--- src/rtl/ksa_pkg.sv ---
`default_nettype none
// -----------------------------------------------------------------------------
// ksa_pkg : shared state encoding and default widths for the key-search sequencer
// Revision: 1.0
// -----------------------------------------------------------------------------
package ksa_pkg;

   localparam int KSA_ADDR_W = 8;
   localparam int KSA_DATA_W = 8;
   localparam int KSA_KEY_W  = 24;

   typedef enum logic [2:0] {
      IDLE  = 3'd0,
      START = 3'd1,
      WAIT  = 3'd2,
      ACK   = 3'd3,
      DONE  = 3'd4,
      ERROR = 3'd5
   } sched_state_t;

endpackage
`default_nettype wire

--- src/rtl/ksa_mem_mux.sv ---
`default_nettype none
// -----------------------------------------------------------------------------
// ksa_mem_mux : one-hot gated N-way mux of s_memory address/data/wren; all-zero without grant
// Revision: 1.0
// -----------------------------------------------------------------------------
module ksa_mem_mux
   import ksa_pkg::*;
#(
   parameter int N_TASKS = 3,
   parameter int ADDR_W  = KSA_ADDR_W,
   parameter int DATA_W  = KSA_DATA_W
) (
   input  logic [N_TASKS-1:0]        grant,
   input  logic [N_TASKS*ADDR_W-1:0] task_addr,
   input  logic [N_TASKS*DATA_W-1:0] task_wdata,
   input  logic [N_TASKS-1:0]        task_wren,
   output logic [ADDR_W-1:0]         mem_addr,
   output logic [DATA_W-1:0]         mem_data_write,
   output logic                      mem_wren
);

   // AND-OR structure: with a one-hot (or empty) grant only one term can be non-zero.
   always_comb begin
      mem_addr       = '0;
      mem_data_write = '0;
      mem_wren       = 1'b0;
      for (int k = 0; k < N_TASKS; k++) begin
         if (grant[k]) begin
            mem_addr       = mem_addr | task_addr[k*ADDR_W +: ADDR_W];
            mem_data_write = mem_data_write | task_wdata[k*DATA_W +: DATA_W];
            mem_wren       = mem_wren | task_wren[k];
         end
      end
   end

endmodule
`default_nettype wire

--- src/rtl/ksa_task_scheduler.sv ---
`default_nettype none
// -----------------------------------------------------------------------------
// ksa_task_scheduler : runs the RC4 task FSMs in order and owns s_memory arbitration
// Revision: 1.0
// -----------------------------------------------------------------------------
module ksa_task_scheduler
   import ksa_pkg::*;
#(
   parameter int N_TASKS        = 3,
   parameter int ADDR_W         = KSA_ADDR_W,
   parameter int DATA_W         = KSA_DATA_W,
   parameter int KEY_W          = KSA_KEY_W,
   parameter int TIMEOUT_CYCLES = 4096
) (
   input  logic                      clk,
   input  logic                      reset,
   input  logic                      start,
   input  logic                      done_ack,
   input  logic [KEY_W-1:0]          secret_key,
   output logic                      done,
   output logic                      error,
   output logic                      busy,
   output logic [KEY_W-1:0]          task_key,
   output logic [N_TASKS-1:0]        task_start,
   input  logic [N_TASKS-1:0]        task_done,
   output logic [N_TASKS-1:0]        task_done_ack,
   input  logic [N_TASKS*ADDR_W-1:0] task_addr,
   input  logic [N_TASKS*DATA_W-1:0] task_wdata,
   input  logic [N_TASKS-1:0]        task_wren,
   output logic [ADDR_W-1:0]         mem_addr,
   output logic [DATA_W-1:0]         mem_data_write,
   output logic                      mem_wren
);

   localparam int IDX_W = (N_TASKS > 1) ? $clog2(N_TASKS) : 1;
   localparam int TMR_W = $clog2(TIMEOUT_CYCLES) + 1;
   localparam logic [IDX_W-1:0] LAST_IDX = IDX_W'(N_TASKS - 1);
   localparam logic [TMR_W-1:0] TMR_LAST = TMR_W'(TIMEOUT_CYCLES - 1);

   sched_state_t       state;
   logic [IDX_W-1:0]   idx;
   logic [TMR_W-1:0]   timer;
   logic [N_TASKS-1:0] grant;

   always_comb begin
      grant = '0;
      if (state == START || state == WAIT) grant[idx] = 1'b1;
   end

   // Pulse outputs are loaded on the edge that enters START/ACK so they line up with the state.
   always_ff @(posedge clk) begin
      if (reset) begin
         state         <= IDLE;
         idx           <= '0;
         timer         <= '0;
         task_key      <= '0;
         task_start    <= '0;
         task_done_ack <= '0;
         done          <= 1'b0;
         error         <= 1'b0;
         busy          <= 1'b0;
      end else begin
         task_start    <= '0;
         task_done_ack <= '0;
         case (state)
            IDLE: begin
               if (start) begin
                  task_key      <= secret_key;
                  idx           <= '0;
                  task_start[0] <= 1'b1;
                  busy          <= 1'b1;
                  state         <= START;
               end
            end
            START: begin
               timer <= '0;
               state <= WAIT;
            end
            WAIT: begin
               if (task_done[idx]) begin
                  task_done_ack[idx] <= 1'b1;
                  state              <= ACK;
               end else if (timer == TMR_LAST) begin
                  error <= 1'b1;
                  state <= ERROR;
               end else begin
                  timer <= timer + TMR_W'(1);
               end
            end
            ACK: begin
               if (idx == LAST_IDX) begin
                  done  <= 1'b1;
                  state <= DONE;
               end else begin
                  idx                            <= idx + IDX_W'(1);
                  task_start[idx + IDX_W'(1)]    <= 1'b1;
                  state                          <= START;
               end
            end
            DONE: begin
               if (done_ack) begin
                  done  <= 1'b0;
                  busy  <= 1'b0;
                  state <= IDLE;
               end
            end
            ERROR: begin
               if (done_ack) begin
                  error <= 1'b0;
                  busy  <= 1'b0;
                  idx   <= '0;
                  state <= IDLE;
               end
            end
            default: state <= IDLE;
         endcase
      end
   end

   ksa_mem_mux #(
      .N_TASKS (N_TASKS),
      .ADDR_W  (ADDR_W),
      .DATA_W  (DATA_W)
   ) u_mem_mux (
      .grant          (grant),
      .task_addr      (task_addr),
      .task_wdata     (task_wdata),
      .task_wren      (task_wren),
      .mem_addr       (mem_addr),
      .mem_data_write (mem_data_write),
      .mem_wren       (mem_wren)
   );

endmodule
`default_nettype wire
--- config.mk ---
export PLATFORM = sky130hd
export DESIGN_NAME = ksa_task_scheduler
export DESIGN_NICKNAME = d
export VERILOG_FILES = /design/src/rtl/ksa_pkg.sv /design/src/rtl/ksa_mem_mux.sv /design/src/rtl/ksa_task_scheduler.sv
export SDC_FILE = /design/constraint.sdc
export NUM_CORES = 1
export LEC_CHECK = 0
export CAP_MARGIN = 20
export CORE_MARGIN = 2
export CORE_UTILIZATION = 43
export CTS_CLUSTER_DIAMETER = 60
export DETAILED_ROUTE_END_ITERATION = 16
export PLACE_DENSITY = 0.84
export SYNTH_ARGS = -nofsm -noshare
export SYNTH_HDL_FRONTEND = slang
export SYNTH_SLANG_ARGS = --single-unit
--- constraint.sdc ---
create_clock -name clk -period 3.9 [get_ports clk]
set_input_delay 0.39 -clock clk [delete_from_list [all_inputs] [get_ports clk]]
set_output_delay 0.39 -clock clk [all_outputs]
set_load 0.02 [all_outputs]
**After elaboration in Yosys (flattened, before gate mapping)**

Index checks and enable logic that the tools add are counted.

- Output and inout port bits: 50
- ROM bits: 0
- Register bits after elaboration: 51
- Latch bits: 0
- RAM bits: 0
- Memories kept: 0

- Multiplexer cells: 40
- Equality and inequality tests: 17
- Bitwise gates (word level): 9
- Div/mod/pow operators: 0
- $mul: 0
- Order comparisons: 4
- Add/sub/neg operators: 2
- Reduce and logical (&&, ||, !) cells: 19
- Shifts and indexed selects: 0

Operators with widths:

| kind | count |
|---|---|
| $mux W8 | 6 |
| $or A8 B8 Y8 | 4 |
| $mux W13 | 2 |
| $pmux W13 S2 | 1 |
| $mux W3 | 6 |
| $pmux W3 S5 | 1 |
| $ne A2 B2 Y1 const B | 7 |
| $add A13 B1 Y13 const B | 1 |
| $eq A13 B12 Y1 const B | 1 |
| $mux W1 | 13 |
| $reduce_and A3 Y1 | 4 |
| $pmux W1 S2 | 4 |
| $reduce_and A4 Y1 | 2 |
| $reduce_bool A2 Y1 | 4 |
| $eq A3 B2 Y1 const B | 2 |
| $eq A3 B3 Y1 const B | 2 |
| $lt A2 B3 Y1 const B | 2 |
| $mux W2 | 3 |
| $pmux W2 S3 | 1 |
| $reduce_or A3 Y1 | 2 |
| $demux W1 S2 | 2 |
| $ge A2 B1 Y1 const B | 2 |
| $ne A2 B1 Y1 const B | 2 |
| $eq A3 B1 Y1 const B | 1 |
| other kinds (12) | 16 |

**Longest topological paths before layout**

Gate-level depths: netlist of the first run.

- Depth after elaboration: 10
- Mapped depth: 7
- Gate-level depth less buffers: 6

**Hierarchy**

From an unflattened synthesis of the first run, not the netlist that was laid out.

- Cell total of the unflattened synthesis: 323
- Area, all modules: 2593.7 µm²

By module, submodules not included:

| module | area an instance (µm²) | seq. area each (µm²) | instances | cells each |
|---|---|---|---|---|
| ksa_task_scheduler | 2301.0 | 1021.0 | 1 | 283 |
| ksa_mem_mux | 292.8 | 0.0 | 1 | 40 |

**Least setup slack after synthesis of the first run**

Ideal clock, no wire load.

- Kind: register to output
- Start point: reg idx[0]
- End point: out mem_addr[4]
- Required time: 3.510 ns
- Data arrival time: 1.663 ns
- Slack: 1.847 ns
- Stages on the path, launching flop included: 8
- Cell sequence: dfxtp_1 inv_1 ha_1 and2_1 buf_1 buf_2 a222oi_1 inv_1

- Word-level cells in the longest chain between the ends: 10

RTL lines:

| item | line | source |
|---|---|---|
| start: declaration | ksa_task_scheduler.sv:41 | `logic [IDX_W-1:0] idx;` |
| start signal: assignment | ksa_task_scheduler.sv:95 | `idx <= idx + IDX_W'(1);` |
| $lt A2 B3 Y1 (not written as such) or $ge A2 B1 Y1 (tied branches) | ksa_task_scheduler.sv:47 | `if (state == START \|\| state == WAIT) grant[idx] = 1'b1;` |
| $logic_and A1 B1 Y1 (not written as such) | ksa_task_scheduler.sv:47 |  |
| $mux W1 (not written as such) | ksa_task_scheduler.sv:47 |  |
| $demux W1 S2 (*) | ksa_task_scheduler.sv:47 |  |
| $mux W3 (*) | ksa_task_scheduler.sv:47 |  |
| $mux W8 | ksa_mem_mux.sv:28 | `if (grant[k]) begin` |
| $or A8 B8 Y8 | ksa_mem_mux.sv:29 | `mem_addr = mem_addr \| task_addr[k*ADDR_W +: ADDR_W];` |
| $mux W8 | ksa_mem_mux.sv:28 |  |
| $or A8 B8 Y8 | ksa_mem_mux.sv:29 |  |
| $mux W8 (*) | ksa_mem_mux.sv:28 |  |
| end: declaration | ksa_task_scheduler.sv:30 | `output logic [ADDR_W-1:0] mem_addr,` |

Mark *: on every way between the ends. The rest lies on a longest branch, timed or not.

**Final worst setup path of the first run**

- Start point: reg state[0]
- End point: out mem_addr[2]

- Word-level cells in the longest chain between the ends: 8

RTL lines:

| item | line | source |
|---|---|---|
| start: declaration | ksa_task_scheduler.sv:40 | `sched_state_t state;` |
| start signal: assignment | ksa_task_scheduler.sv:53 | `state <= IDLE;` |
| start signal: assignment | ksa_task_scheduler.sv:72 | `state <= START;` |
| start signal: assignment | ksa_task_scheduler.sv:77 | `state <= WAIT;` |
| $eq A3 B1 Y1 or $eq A3 B2 Y1 (tied branches) | ksa_task_scheduler.sv:47 |  |
| $logic_or A1 B1 Y1 (*) | ksa_task_scheduler.sv:47 |  |
| $mux W3 (*) | ksa_task_scheduler.sv:47 |  |
| $mux W8 | ksa_mem_mux.sv:28 |  |
| $or A8 B8 Y8 | ksa_mem_mux.sv:29 |  |
| $mux W8 | ksa_mem_mux.sv:28 |  |
| $or A8 B8 Y8 | ksa_mem_mux.sv:29 |  |
| $mux W8 (*) | ksa_mem_mux.sv:28 |  |

Marked as above.

==> impl_metrics.toml, run 1 <==
[global_routing]
grt_pass1_vias = 2504
grt_use_total_pct = 23.04
grt_overflow = 0
grt_pass1_wl_mm = 11.76
antenna_found_initial = 0
grt_max_degree = 26

[setup_path]
path_cells = "nand2b_1 > a21oi_1 > and2_1 > a222oi_1 > inv_1 > clkdlybuf4s50_1"
required_ns = 3.51
crit_type = "reg2out"
cp-start-kind = "register"
crit_arrival_ns = 2.75
cp_slowest_stage_delay_ns = 0.60
slowest_stage = "clkdlybuf4s50_1"
cp_top_family = "simple AND/OR/NAND/NOR gates"
critPathCaptureType = "output port"
critical_path_buf_inv_count = 2
worst-path-max-fanout = 17

[sta]
worst_pin_slew_ns = 0.9444
setup_viol = 0
finalCritPeriodShare_pct = 80.50
rsz0062_at_grt = "no"
post-route-min-period_ns = 3.139
maxSlewViolCount = 0
max_freq_ghz = 0.3185
fin_tns_setup_ns = 0
final-hold-violation-count = 0
slew_headroom_pct = 36.97
skew_ns = 0.01032

[placement]
port_buffers = 131
place.gp.congestion = 0.8528
place_hpwl_mm = 5.782

[drt]
avgRoutedWirePerCell_um = 14.87
drt_iter0_markers = 189
viasPerCell = 5.308
antenna_left = 0
drc_errors = 0
wirelength_mm = 7.495
vias = 2675
first_pass_iters = 5

[yosys]
syn_area_sq_um = 2510
synth_cell_types = 45
async_reset_ff_share_pct = 0
yosys_warnings = 0
avgSynthCellArea_sq_um = 8.019
ys_seq_area_share_pct = 40.68
synth_nets = 402
synthCells = 313
ys_ff_latch = 51
ys.flop_type = "dfxtp_1"
synth_edf_count = 0

[clock_tree]
cts_sinks = 51
postCtsSetupBuffers = 0
cts_buffers = 5
cts.repair.resized = 0
cts_tree = "built"
path_clk_slew_ns = 0.09
h-tree-depth = 2
ctsHoldBuffers = 0
clock_path_buffers = 2
cts_root_buffer = "clkbuf_8"
clock_latency_ns = 0.30

[worst_hold_path]
hold_path_class = "reg2reg"

[power]
ir_drop_v = 0.0002424
p_leak_uw = 0.001546
power.density_nw_per_um2 = 348.5

[floorplan]
die_h_um = 80.40
die_x_um = 80.40
design.core.area_sq_um = 5574
start_util_pct = 45.03
row_count = 27
dieArea_sq_um = 6464
io_pins = 132

[status]
status = "finished clean"

[final_layout]
final_cell_mix = "clkdlybuf4s50_1, nand2_1, dfxtp_1"
drive_gt1_share_pct = 4.630
antennaDiodeCount = 0
post-route-util_pct = 69.99
final_common_cell = "clkdlybuf4s50_1"
num-nets-final = 521
synthToLayoutAreaGrowth_pct = 55.43

[job]
drv_cap = 0
-- final cells by class --
class | instances | area [sq um]
timing repair buffer | 132 | 1319
fill | 451 | 1673
clock inverter | 2 | 13.76
sequential | 51 | 1021
inverter | 23 | 86.33
tap | 72 | 90.09
multi-input combinational | 219 | 1303
clock buffer | 5 | 68.82
-- worst reg2reg max path: cells and delay by family (launching register included) --
kind | cells | cell delay (ns)
and+or+nand+nor | 3 | 1.45
DFF | 1 | 0.44
AOI/OAI and AO/OA | 1 | 0.15
-- kinds of logic after synthesis --
kind of cell | Yosys count | synth area share [%]
adder cells (fa/ha/maj) | 7 | 3.489
flip-flops | 51 | 40.68
AO/OA/AOI/OAI | 86 | 23.08
buffers and inverters | 43 | 7.427
multiplexers | 2 | 0.8972
AND/OR/NAND/NOR | 124 | 24.43
-- state kept, by name (all words and copies together) (netlist names) --
name and count:
task_done_ack 3, busy 1, done 1, timer 13, task_start 3, error 1, task_key 24, idx 2
state 3
-- power by group --
group	internal, uW	switching [uW]
combinational	246	236
sequential	555	28.3
clock	123	171
-- layer usage --
metal | vias to the layer above | wire length [um] | global-route usage (%)
li1 | 1352 | - | -
met1 | 1219 | 2979 | 25.73
met2 | 95 | 3771 | 41.08
met3 | 9 | 624 | 6.404
met4 | 0 | 120 | 9.153
met5 | - | 0 | 0
-- final timing paths --
kind / start / end / slack, ns / cells past startpoint
worst max-delay path: state[0] / mem_addr[2] / 0.76 / 6
worst min-delay path: task_key[5] / task_key[5] / 0.46 / 2
worst max register to register: state[0] / task_key[6] / 1.81 / 4
worst min register to register: task_key[5] / task_key[5] / 0.46 / 2
-- per-stage QoR --
step / area (sq um) / cells / hold slack (ns) / worst slack [ns] / total power [uW]
2_1_floorplan: 2510 / 313 / 0.4407 / 1.847 / 853.6
3_3_place_gp: 3819 / 497 / 0.4416 / 1.240 / 1070
3_5_place_dp: 3819 / 497 / 0.4471 / 1.147 / 1079
4_1_cts: 3901 / 504 / 0.4601 / 0.7953 / 1372
5_1_grt: 3901 / 504 / 0.4746 / 0.5548 / 1434
6_report: 3901 / 504 / 0.4574 / 0.7605 / 1359
-- cell usage after synthesis (all sizes together) (13+ instances only) --
master	number	area [sq um]
nand2	60	225.2
dfxtp	51	1021
a21oi	34	181.4
inv	23	86.33
o21ai	19	95.09
a222oi	17	170.2
nor2	15	66.32
buf	13	72.57
No activity file was read; power rests on OpenSTA's default activity.
==> run 2: changes to the inputs <==
Settings changed: CORE_UTILIZATION 43 to 40, PLACE_DENSITY 0.84 to 0.78.
Clock period 3.9 ns to 3.2 ns, I/O delays scaled along.
==> run 2 against run 1 <==
  * Critical path depth did not move
  * Wire length rose by 5.2%
  * Final cell count rose by 0.99%
  * Worst setup slack got worse by 0.47 ns
  * Non-clock buffer count rose by 1
  * Clock skew fell by 0.0019 ns
  * Largest power group unchanged
==> impl_metrics.toml, run 2 (synthesized netlist as in run 1, its figures left out) <==
[floorplan]
dieArea_sq_um = 6925
design.core.area_sq_um = 5991
io_pins = 132
row_count = 28
die_x_um = 83.22
die_h_um = 83.22
start_util_pct = 41.90

[sta]
fin_tns_setup_ns = 0
skew_ns = 0.008378
final-hold-violation-count = 0
slew_headroom_pct = 37.91
setup_viol = 0
finalCritPeriodShare_pct = 91.03
worst_pin_slew_ns = 0.9313
rsz0062_at_grt = "no"
max_freq_ghz = 0.3433
post-route-min-period_ns = 2.913
setup_ws_ns = 0.2870
maxSlewViolCount = 0

[clock_tree]
clock_path_buffers = 2
postCtsSetupBuffers = 0
h-tree-depth = 2
cts_buffers = 5
cts_tree = "built"
path_clk_slew_ns = 0.10
cts_sinks = 51
cts_root_buffer = "clkbuf_8"
clock_latency_ns = 0.31

[global_routing]
grt_use_total_pct = 22.48
grt_pass1_vias = 2666
grt_max_degree = 26
grt_overflow = 0
antenna_found_initial = 0
grt_pass1_wl_mm = 12.85

[placement]
place.gp.congestion = 0.9579
place_hpwl_mm = 6.041
port_buffers = 131
dp_cells = 501
place_ws_ns = 0.4896

[setup_path]
critPathCaptureType = "output port"
required_ns = 2.88
critical_path_buf_inv_count = 2
cp_slowest_stage_delay_ns = 0.58
worst-path-max-fanout = 17
path_cells = "nand2b_1 > a21oi_1 > and2_2 > a222oi_1 > inv_1 > clkdlybuf4s50_1"
slowest_stage = "dfxtp_1"
crit_arrival_ns = 2.59
cp-start-kind = "register"
cp_top_family = "buffers and inverters"
reg2reg_slack_ns = 1.17
crit_type = "reg2out"

[final_layout]
synthToLayoutAreaGrowth_pct = 57.58
num-nets-final = 522
regMostFlops = "task_key"
drive_gt1_share_pct = 5.760
multi_input_area_sq_um = 1306
final_cells = 509
antennaDiodeCount = 0
largest_reg_flops = 24
biggestRegsByFlops = "task_key: 24 flops, timer: 13 flops"
final_common_cell = "clkdlybuf4s50_1"
final_cell_mix = "clkdlybuf4s50_1, nand2_1, dfxtp_1"
nFillCells = 502
regArea_sq_um = 1021

[power]
p_comb_share_pct = 33.3
power.switching_uw = 553.8
p_int_uw = 1237
power.density_nw_per_um2 = 452.9
ir_drop_v = 0.0004051
clkPwrFrac_pct = 27.0
switching_share_pct = 30.92
p_leak_uw = 0.001571
p_seq_share_pct = 39.8

[job]
drv_cap = 0

[drt]
first_pass_iters = 7
drt_iter0_markers = 221
viasPerCell = 5.444
antenna_left = 0
vias = 2771
drc_errors = 0
wirelength_mm = 7.886
avgRoutedWirePerCell_um = 15.49

[status]
status = "finished clean"

[worst_hold_path]
hold_path_class = "reg2reg"
[run 2: cell types whose count changed in the layout (fill, tap and decap cells not counted)]
| cell | change |
|---|---|
| and2_2 | +3 |
| inv_6 | +1 |
| bufinv_16 | +1 |
| buf_4 | +1 |
| clkbuf_8 | +1 |
| clkinv_2 | -1 |
| clkinv_4 | -1 |
| and2_1 | -3 |
[run 2: metrics by stage]
step	util, %	hold slack, ns	total power [uW]	instance area, sq um
after floorplan	-	0.4407	1040	2510
after global placement	63.93	0.4408	1308	3830
after detailed placement	63.93	0.4476	1321	3830
after CTS	65.96	0.4603	1799	3951
after global routing	66.02	0.4811	1881	3955
final	66.02	0.4599	1791	3955
[run 2: worst paths after layout]
kind / startpoint / to / cells after the start
setup / recovery: state[1] / mem_data_write[5] / 6
hold / removal: task_key[6] / task_key[6] / 2
setup reg to reg: state[0] / task_key[2] / 4
hold reg to reg: task_key[6] / task_key[6] / 2
[run 2: power groups by stage]
stage / clock network, uW / registers (uW) / logic [uW]
floorplan: 0 / 756 / 284
global placement: 0 / 722 / 586
finish: 483 / 712 / 596
CTS: 491 / 712 / 596
detailed placement: 0 / 727 / 595
global route: 519 / 720 / 642
[run 2: routing by layer]
layer  share of wire, %  global-route usage [%]  routed length, um  up-vias
met5                  0                       0                  0        -
met4                2.1                   7.154                163        0
met3                6.2                   4.871                490       14
met2                 51                   40.98               4027      112
met1                 41                   25.98               3204     1295
li1                   -                       -                  -     1350
[run 2: cell type report]
cell class	instances	area share [%]
multi-input cells	219	33.03
repair buffers	133	33.53
flip-flops and latches	51	25.81
well taps	75	2.373
clock inverters	2	0.9807
clock buffers	6	2.088
inverters	23	2.183
[run 2: worst min-delay path: cells and delay by family, from the launching register on]
kind | cells | cell delay, ns
compound gates | 1 | 0.05
flops | 1 | 0.32
simple gates | 1 | 0.05
[run 2: timing repair]
item,CTS,global route
hold buffers,0,0
gates resized for setup,0,3
endpoints found under the setup margin,0,17
